### config.mk
export PLATFORM = sky130hd
export DESIGN_NAME = cordic_pipe
export DESIGN_NICKNAME = d
export VERILOG_FILES = /design/src/rtl/cordic_pipe.sv
export SDC_FILE = /design/constraint.sdc
export NUM_CORES = 2
export LEC_CHECK = 0
export CAP_MARGIN = 25
export CELL_PAD_IN_SITES_DETAIL_PLACEMENT = 1
export CELL_PAD_IN_SITES_GLOBAL_PLACEMENT = 1
export CORE_AREA = 10 10 446 448
export DETAILED_ROUTE_END_ITERATION = 7
export DIE_AREA = 0 0 456 458
export PLACE_DENSITY_LB_ADDON = 0.1
export SYNTH_ARGS = -nofsm -noshare
export SYNTH_HDL_FRONTEND = slang
export SYNTH_SLANG_ARGS = --single-unit
### constraint.sdc
create_clock -name clk -period 32.4 [get_ports clk]
set_clock_uncertainty 0.15 [all_clocks]
set_input_delay 6.48 -clock clk [delete_from_list [all_inputs] [get_ports clk]]
set_output_delay 6.48 -clock clk [all_outputs]
set_load 0.02 [all_outputs]
### src/rtl/cordic_pipe.sv
// Fully pipelined CORDIC with rotation/vectoring modes, valid/ready flow control,
// and a sideband tag that travels with each sample. Outputs carry the raw CORDIC gain.
module cordic_pipe #(
    parameter int W    = 16,
    parameter int N    = 12,
    parameter int TAGW = 4
) (
    input  logic                   clk,
    input  logic                   rst,
    input  logic                   in_valid,
    output logic                   in_ready,
    input  logic                   in_mode,
    input  logic signed [W-1:0]    in_x,
    input  logic signed [W-1:0]    in_y,
    input  logic signed [W-1:0]    in_z,
    input  logic [TAGW-1:0]        in_tag,
    output logic                   out_valid,
    input  logic                   out_ready,
    output logic signed [W+1:0]    out_x,
    output logic signed [W+1:0]    out_y,
    output logic signed [W-1:0]    out_z,
    output logic                   out_mode,
    output logic [TAGW-1:0]        out_tag
);

    localparam int  XW = W + 2;
    localparam real PI = 3.14159265358979323846;
    localparam logic signed [W-1:0] QTR = {2'b01, {(W-2){1'b0}}};

    // Arctangent table in binary-angle units, built from the parameters at elaboration.
    function automatic logic [N*W-1:0] atan_table();
        logic [N*W-1:0] t;
        real            p;
        real            scale;
        real            a;
        t     = '0;
        p     = 1.0;
        scale = 1.0;
        for (int k = 0; k < W - 1; k++) scale = scale * 2.0;
        for (int i = 0; i < N; i++) begin
            a = $atan(p) / PI * scale;
            t[i*W +: W] = W'($rtoi(a + 0.5));
            p = p / 2.0;
        end
        return t;
    endfunction

    localparam logic [N*W-1:0] ATAN_TAB = atan_table();

    logic signed [XW-1:0] x_q [0:N];
    logic signed [XW-1:0] y_q [0:N];
    logic signed [W-1:0]  z_q [0:N];
    logic                 mode_q [0:N];
    logic [TAGW-1:0]      tag_q [0:N];
    logic                 vld_q [0:N];

    logic signed [XW-1:0] x_d [0:N];
    logic signed [XW-1:0] y_d [0:N];
    logic signed [W-1:0]  z_d [0:N];

    assign in_ready = !rst && (!vld_q[N] || out_ready);

    always_comb begin
        logic signed [XW-1:0] ext_x;
        logic signed [XW-1:0] ext_y;
        logic signed [XW-1:0] sx;
        logic signed [XW-1:0] sy;
        logic signed [W-1:0]  at;
        logic                 dpos;
        for (int i = 0; i <= N; i++) begin
            x_d[i] = '0;
            y_d[i] = '0;
            z_d[i] = '0;
        end
        sx    = '0;
        sy    = '0;
        at    = '0;
        dpos  = 1'b0;
        ext_x = {{2{in_x[W-1]}}, in_x};
        ext_y = {{2{in_y[W-1]}}, in_y};

        // Pre-rotation by +/-pi/2 brings the vector into the CORDIC convergence range.
        x_d[0] = ext_x;
        y_d[0] = ext_y;
        z_d[0] = in_z;
        if (!in_mode) begin
            if (in_z[W-1:W-2] == 2'b01) begin
                x_d[0] = -ext_y;
                y_d[0] = ext_x;
                z_d[0] = in_z - QTR;
            end else if (in_z[W-1:W-2] == 2'b10) begin
                x_d[0] = ext_y;
                y_d[0] = -ext_x;
                z_d[0] = in_z + QTR;
            end
        end else if (in_x[W-1]) begin
            if (!in_y[W-1]) begin
                x_d[0] = ext_y;
                y_d[0] = -ext_x;
                z_d[0] = in_z + QTR;
            end else begin
                x_d[0] = -ext_y;
                y_d[0] = ext_x;
                z_d[0] = in_z - QTR;
            end
        end

        for (int i = 0; i < N; i++) begin
            dpos = mode_q[i] ? y_q[i][XW-1] : !z_q[i][W-1];
            sx   = x_q[i] >>> i;
            sy   = y_q[i] >>> i;
            at   = ATAN_TAB[i*W +: W];
            if (dpos) begin
                x_d[i+1] = x_q[i] - sy;
                y_d[i+1] = y_q[i] + sx;
                z_d[i+1] = z_q[i] - at;
            end else begin
                x_d[i+1] = x_q[i] + sy;
                y_d[i+1] = y_q[i] - sx;
                z_d[i+1] = z_q[i] + at;
            end
        end
    end

    // The whole pipe moves in lockstep; a stall freezes every stage including the outputs.
    always_ff @(posedge clk) begin
        if (rst) begin
            for (int i = 0; i <= N; i++) begin
                x_q[i]    <= '0;
                y_q[i]    <= '0;
                z_q[i]    <= '0;
                mode_q[i] <= 1'b0;
                tag_q[i]  <= '0;
                vld_q[i]  <= 1'b0;
            end
        end else if (in_ready) begin
            x_q[0]    <= x_d[0];
            y_q[0]    <= y_d[0];
            z_q[0]    <= z_d[0];
            mode_q[0] <= in_mode;
            tag_q[0]  <= in_tag;
            vld_q[0]  <= in_valid;
            for (int i = 1; i <= N; i++) begin
                x_q[i]    <= x_d[i];
                y_q[i]    <= y_d[i];
                z_q[i]    <= z_d[i];
                mode_q[i] <= mode_q[i-1];
                tag_q[i]  <= tag_q[i-1];
                vld_q[i]  <= vld_q[i-1];
            end
        end
    end

    assign out_valid = vld_q[N];
    assign out_x     = x_q[N];
    assign out_y     = y_q[N];
    assign out_z     = z_q[N];
    assign out_mode  = mode_q[N];
    assign out_tag   = tag_q[N];

endmodule
; After elaboration in Yosys (flattened, before gate mapping)
; Memory sizes are Yosys's and may differ from the RTL's.
; Index checks and enable logic that the tools add are counted.
[op_classes]
add_sub_neg = 75
n_eq_ne = 2
mux = 146
bitwise = 78
reduce_logical = 16
[op_table]
columns = cell, n
row1 = two-way mux 18 bit, 60
row2 = two-way mux 16 bit, 30
row3 = bitwise OR 1 bit, 78
row4 = two-way mux 4 bit, 13
row5 = two-way mux 1 bit, 43
row6 = adder 18 x 10 -> 18 bit, 2
row7 = adder 18 x 11 -> 18 bit, 2
row8 = adder 18 x 12 -> 18 bit, 2
row9 = adder 18 x 13 -> 18 bit, 2
row10 = adder 18 x 14 -> 18 bit, 2
row11 = adder 18 x 15 -> 18 bit, 2
row12 = adder 18 x 16 -> 18 bit, 2
row13 = adder 18 x 17 -> 18 bit, 2
row14 = adder 18 x 7 -> 18 bit, 2
row15 = adder 18 x 8 -> 18 bit, 2
row16 = adder 18 x 9 -> 18 bit, 2
row17 = negator 16 -> 18 bit, 2
row18 = subtractor 18 x 10 -> 18 bit, 2
row19 = subtractor 18 x 11 -> 18 bit, 2
row20 = subtractor 18 x 12 -> 18 bit, 2
row21 = subtractor 18 x 13 -> 18 bit, 2
row22 = subtractor 18 x 14 -> 18 bit, 2
row23 = subtractor 18 x 15 -> 18 bit, 2
row24 = subtractor 18 x 16 -> 18 bit, 2
row25 = other kinds (37), 55
[totals]
regBits = 0
ram_bits = 754
in_bits = 57
out_inout_bits = 59
word_cells = 323
memories = 6
[mem_list]
columns = memory, depth, word_bits, read_ports, rd_clocked_by_memory_dff, write_ports, line_no
row1 = x_q, 13, 18, 13, 0, 13, 50  ; logic signed [XW-1:0] x_q [0:N];
row2 = y_q, 13, 18, 13, 0, 13, 51  ; logic signed [XW-1:0] y_q [0:N];
row3 = z_q, 13, 16, 13, 0, 13, 52  ; logic signed [W-1:0] z_q [0:N];
row4 = tag_q, 13, 4, 13, 0, 13, 54  ; logic [TAGW-1:0] tag_q [0:N];
row5 = mode_q, 13, 1, 13, 0, 13, 53  ; logic mode_q [0:N];
row6 = vld_q, 13, 1, 13, 0, 13, 55  ; logic vld_q [0:N];

; Logic depth before layout (Yosys ltp)
[depth]
ltp_word = 7
ltp_mapped = 17
ltp_nobuf = 16

; Worst setup path before layout
; Ideal clock, no wire load.
[synth_timing]
path_kind = input to register
from = input rst
to = memory mode_q[0][0], enable pin
setup_time_ns = 7.033
arrival_ns = 23.334
required_time_ns = 25.217
slack_ns = 1.883
path_stages = 4
n_path_buf = 3
cell_sequence = clkbuf_1 buf_4 buf_4 nand3b_1
[synth_rtl]
columns = item, line_no
row1 = start: declaration, 9  ; input logic rst,
row2 = end: declaration, 53

; Final worst setup path
[layout_timing]
from = input out_ready
to = output in_ready
[layout_via]
elab_chain_cells = 2
[layout_rtl]
columns = item, line_no
row1 = start: declaration, 18  ; input logic out_ready,
row2 = logical OR 1 bit, 61  ; assign in_ready = !rst && (!vld_q[N] || out_ready);
row3 = logical AND 1 bit, 61
row4 = end: declaration, 11  ; output logic in_ready,
; Every way passes these cells.

==> results.json <==
{
  "outcome": "complete, no violations",
  "antenna_found_initial": 1,
  "synth_top_family_by_area": "compound AO/OA/AOI/OAI gates",
  "postRouteAntennaNets": 0,
  "crit_required_ps": 25770,
  "fin_nets": 7390,
  "start_util_pct": 32.9,
  "muxShareOfSynthArea_pct": 1.77,
  "fmaxAchievable_ghz": 0.0652,
  "cpMaxStageDelayCell": "clkdlybuf4s50_1",
  "dr.pass1.iters": 5,
  "ys.flop_type": "edfxtp_1",
  "cp_max_fo": 68,
  "yosys_warnings": 0,
  "cts_tree": "done",
  "grt_max_degree": 158,
  "drv_cap": 0,
  "fill_cells": 21428,
  "synthSimpleGateAreaFrac_pct": 18.1,
  "wl_per_cell_um": 19.3,
  "gp_congestion": 0.826,
  "io_buffers": 115,
  "overflow": 0,
  "ios": 116,
  "hold_buffers": 0,
  "htree_levels": 3,
  "period_minus_slack_ps": 15330,
  "hp-class": "flop to flop",
  "rsz0062_at_grt": "no",
  "grt_pass1_vias": 51668,
  "ys_async_sr_fraction_pct": 0,
  "synth_cells": 6702,
  "finalCritPeriodShare_pct": 47.3,
  "core-area_um2": 190000,
  "die_area_um2": 209000,
  "hpwl_um": 136000,
  "placement_rows": 160,
  "drt_iter0_markers": 2257,
  "cp-end-kind": "output port",
  "drive_gt1_share_pct": 4.32,
  "ys_ff_latch": 753,
  "via_count": 49261,
  "clock-sinks": 753,
  "hold_violations": 0,
  "crit_path_start_kind": "input pin",
  "synth_compound_area_share_pct": 18.4,
  "track_usage_pct": 16.7,
  "viasPerCell": 5.31,
  "synth_fa_ha_area_share_pct": 13.5,
  "synth_nets": 7411,
  "cts_root_buf": "clkbuf_16",
  "synth-edff-count": 753,
  "synthesis.area_um2": 62400,
  "slew_headroom_pct": 25.5,
  "post-cts-setup-buffers": 0,
  "die_w_um": 456,
  "tns_ps": 0,
  "cts_resized": 0,
  "drc": 0,
  "slowest_delay_ps": 740,
  "clk_pin_slew_worst_paths_ps": 60,
  "synthDistinctLibCells": 97,
  "die_y_um": 458,
  "crit_chain": "clkdlybuf4s50_1, inv_1, a21o_4, inv_8, clkdlybuf4s50_1",
  "grt_pass1_wl_um": 289000,
  "finalSetupViolCount": 0,
  "area_delta_synth_final_pct": 11.0,
  "wirelength_um": 179000,
  "avgSynthCellArea_um2": 9.30,
  "worst_slew_pin_slew_ps": 1100,
  "final-max-slew-violation-count": 0,
  "synth-xor-area-share_pct": 8.61,
  "crit_arrival_ps": 8700,
  "ys_seq_area_share_pct": 36.3,
  "path_class": "input pin to output port",
  "r2r_setup_slack_ps": 26970,
  "cts.path.max_buffers": 3,
  "cts_buffers": 99,
  "worstSkewPairLatency_ps": 720,
  "cpMostUsedCell": "clkdlybuf4s50_1"
}
==> registers in the layout (all words and copies together) (netlist names) <==
signal	cells
z_q	208
mode_q	13
x_q	234
y_q	233
tag_q	52
vld_q	13
==> worst max-delay path: cells and delay by family <==
kind,cells,cell delay [ps]
buffers and inverters,4,1690
AOI/OAI and AO/OA,1,420
==> worst paths after layout <==
check / startpoint / end / cells past startpoint
max: out_ready / in_ready / 5
min: tag_q[1][5]$_SDFFCE_PN0P_ / tag_q[1][9]$_SDFFCE_PN0P_ / 1
max reg2reg: y_q[0][71]$_SDFFCE_PN0P_ / y_q[0][86]$_SDFFCE_PN0P_ / 13
min reg2reg: tag_q[1][5]$_SDFFCE_PN0P_ / tag_q[1][9]$_SDFFCE_PN0P_ / 1
==> routing by layer <==
metal | GRT usage (%) | wire [µm] | up-vias
met4 | 3.87 | 3820 | 0
met2 | 29.8 | 87900 | 408
li1 | - | - | 24537
met5 | 0 | 0 | -
met1 | 21.5 | 83600 | 24125
met3 | 1.98 | 3980 | 191
==> synthesized netlist by cell type (127+ instances only) <==
master | count | area, µm²
a21o_1 | 303 | 2270
and2_1 | 158 | 988
xor2_1 | 285 | 2500
inv_1 | 217 | 815
nand3_1 | 127 | 636
nor3_1 | 198 | 991
a21oi_1 | 558 | 2790
xnor2_1 | 328 | 2870
nand2_1 | 367 | 1380
o21ai_0 | 217 | 1090
clkbuf_1 | 191 | 717
ha_1 | 615 | 7690
nor2_1 | 829 | 3110
edfxtp_1 | 753 | 22600
==> cell usage in the layout (no fill, tap or decap), types with 22 or more instances in the layout <==
master and n:
nand2_1 367, nand2b_1 109, nor3_1 198, or3_1 51
inv_1 216, ha_1 614, clkbuf_16 100, xor2_1 285
nand3_1 127, nor2_1 829, clkdlybuf4s50_1 112, a31oi_1 105
nor2b_1 126, or4_1 35, o21ai_0 217, o31ai_1 64
fa_1 37, a21oi_1 558, mux2i_1 72, nand3b_1 27
mux2_2 26, and2_1 158, a211oi_1 83, a211o_1 24
nor4_1 38, o211ai_1 29, a2111oi_0 22, o21bai_1 55
o21a_1 73, o21ai_1 41, xnor2_1 328, and3_1 69
edfxtp_1 753, nand4_1 38, or2_2 27, nor3b_1 40
a21o_1 302, buf_4 35
==> final cells by class <==
class | count | area, µm² | share of cell area (%)
Multi-Input combinational cell | 5443 | 37700 | 54.5
Sequential cell | 753 | 22600 | 32.7
Tap cell | 2511 | 3140 | 4.54
Clock buffer | 118 | 2570 | 3.71
Timing Repair Buffer | 152 | 1450 | 2.09
Inverter | 232 | 878 | 1.27
Clock inverter | 64 | 871 | 1.26
Antenna cell | 1 | 2.50 | 0.00361
==> cell families (layout without fill, tap and decap cells) <==
family,after synthesis,in the layout
buffers and inverters,506,566
xor gates and xnor gates,613,613
muxes,106,106
and+or+nand+nor,2299,2299
DFF,753,753
adders and majority gates,652,652
AOI/OAI and AO/OA,1773,1773
other,0,1
==> per-stage QoR <==
stage	setup WS, ps	utilization [%]	instances	hold slack, ps	area, µm²
after floorplan	1880	-	6702	347	62400
after global placement	16940	34.7	9091	347	65800
after detailed placement	16970	34.7	9091	356	65800
after CTS	16970	36.5	9273	352	69200
after global routing	16850	36.5	9274	380	69300
final	17070	36.5	9274	353	69300
Power is not shown: default switching activity piles up to over one toggle a cycle in this logic, so the estimate is an artifact.
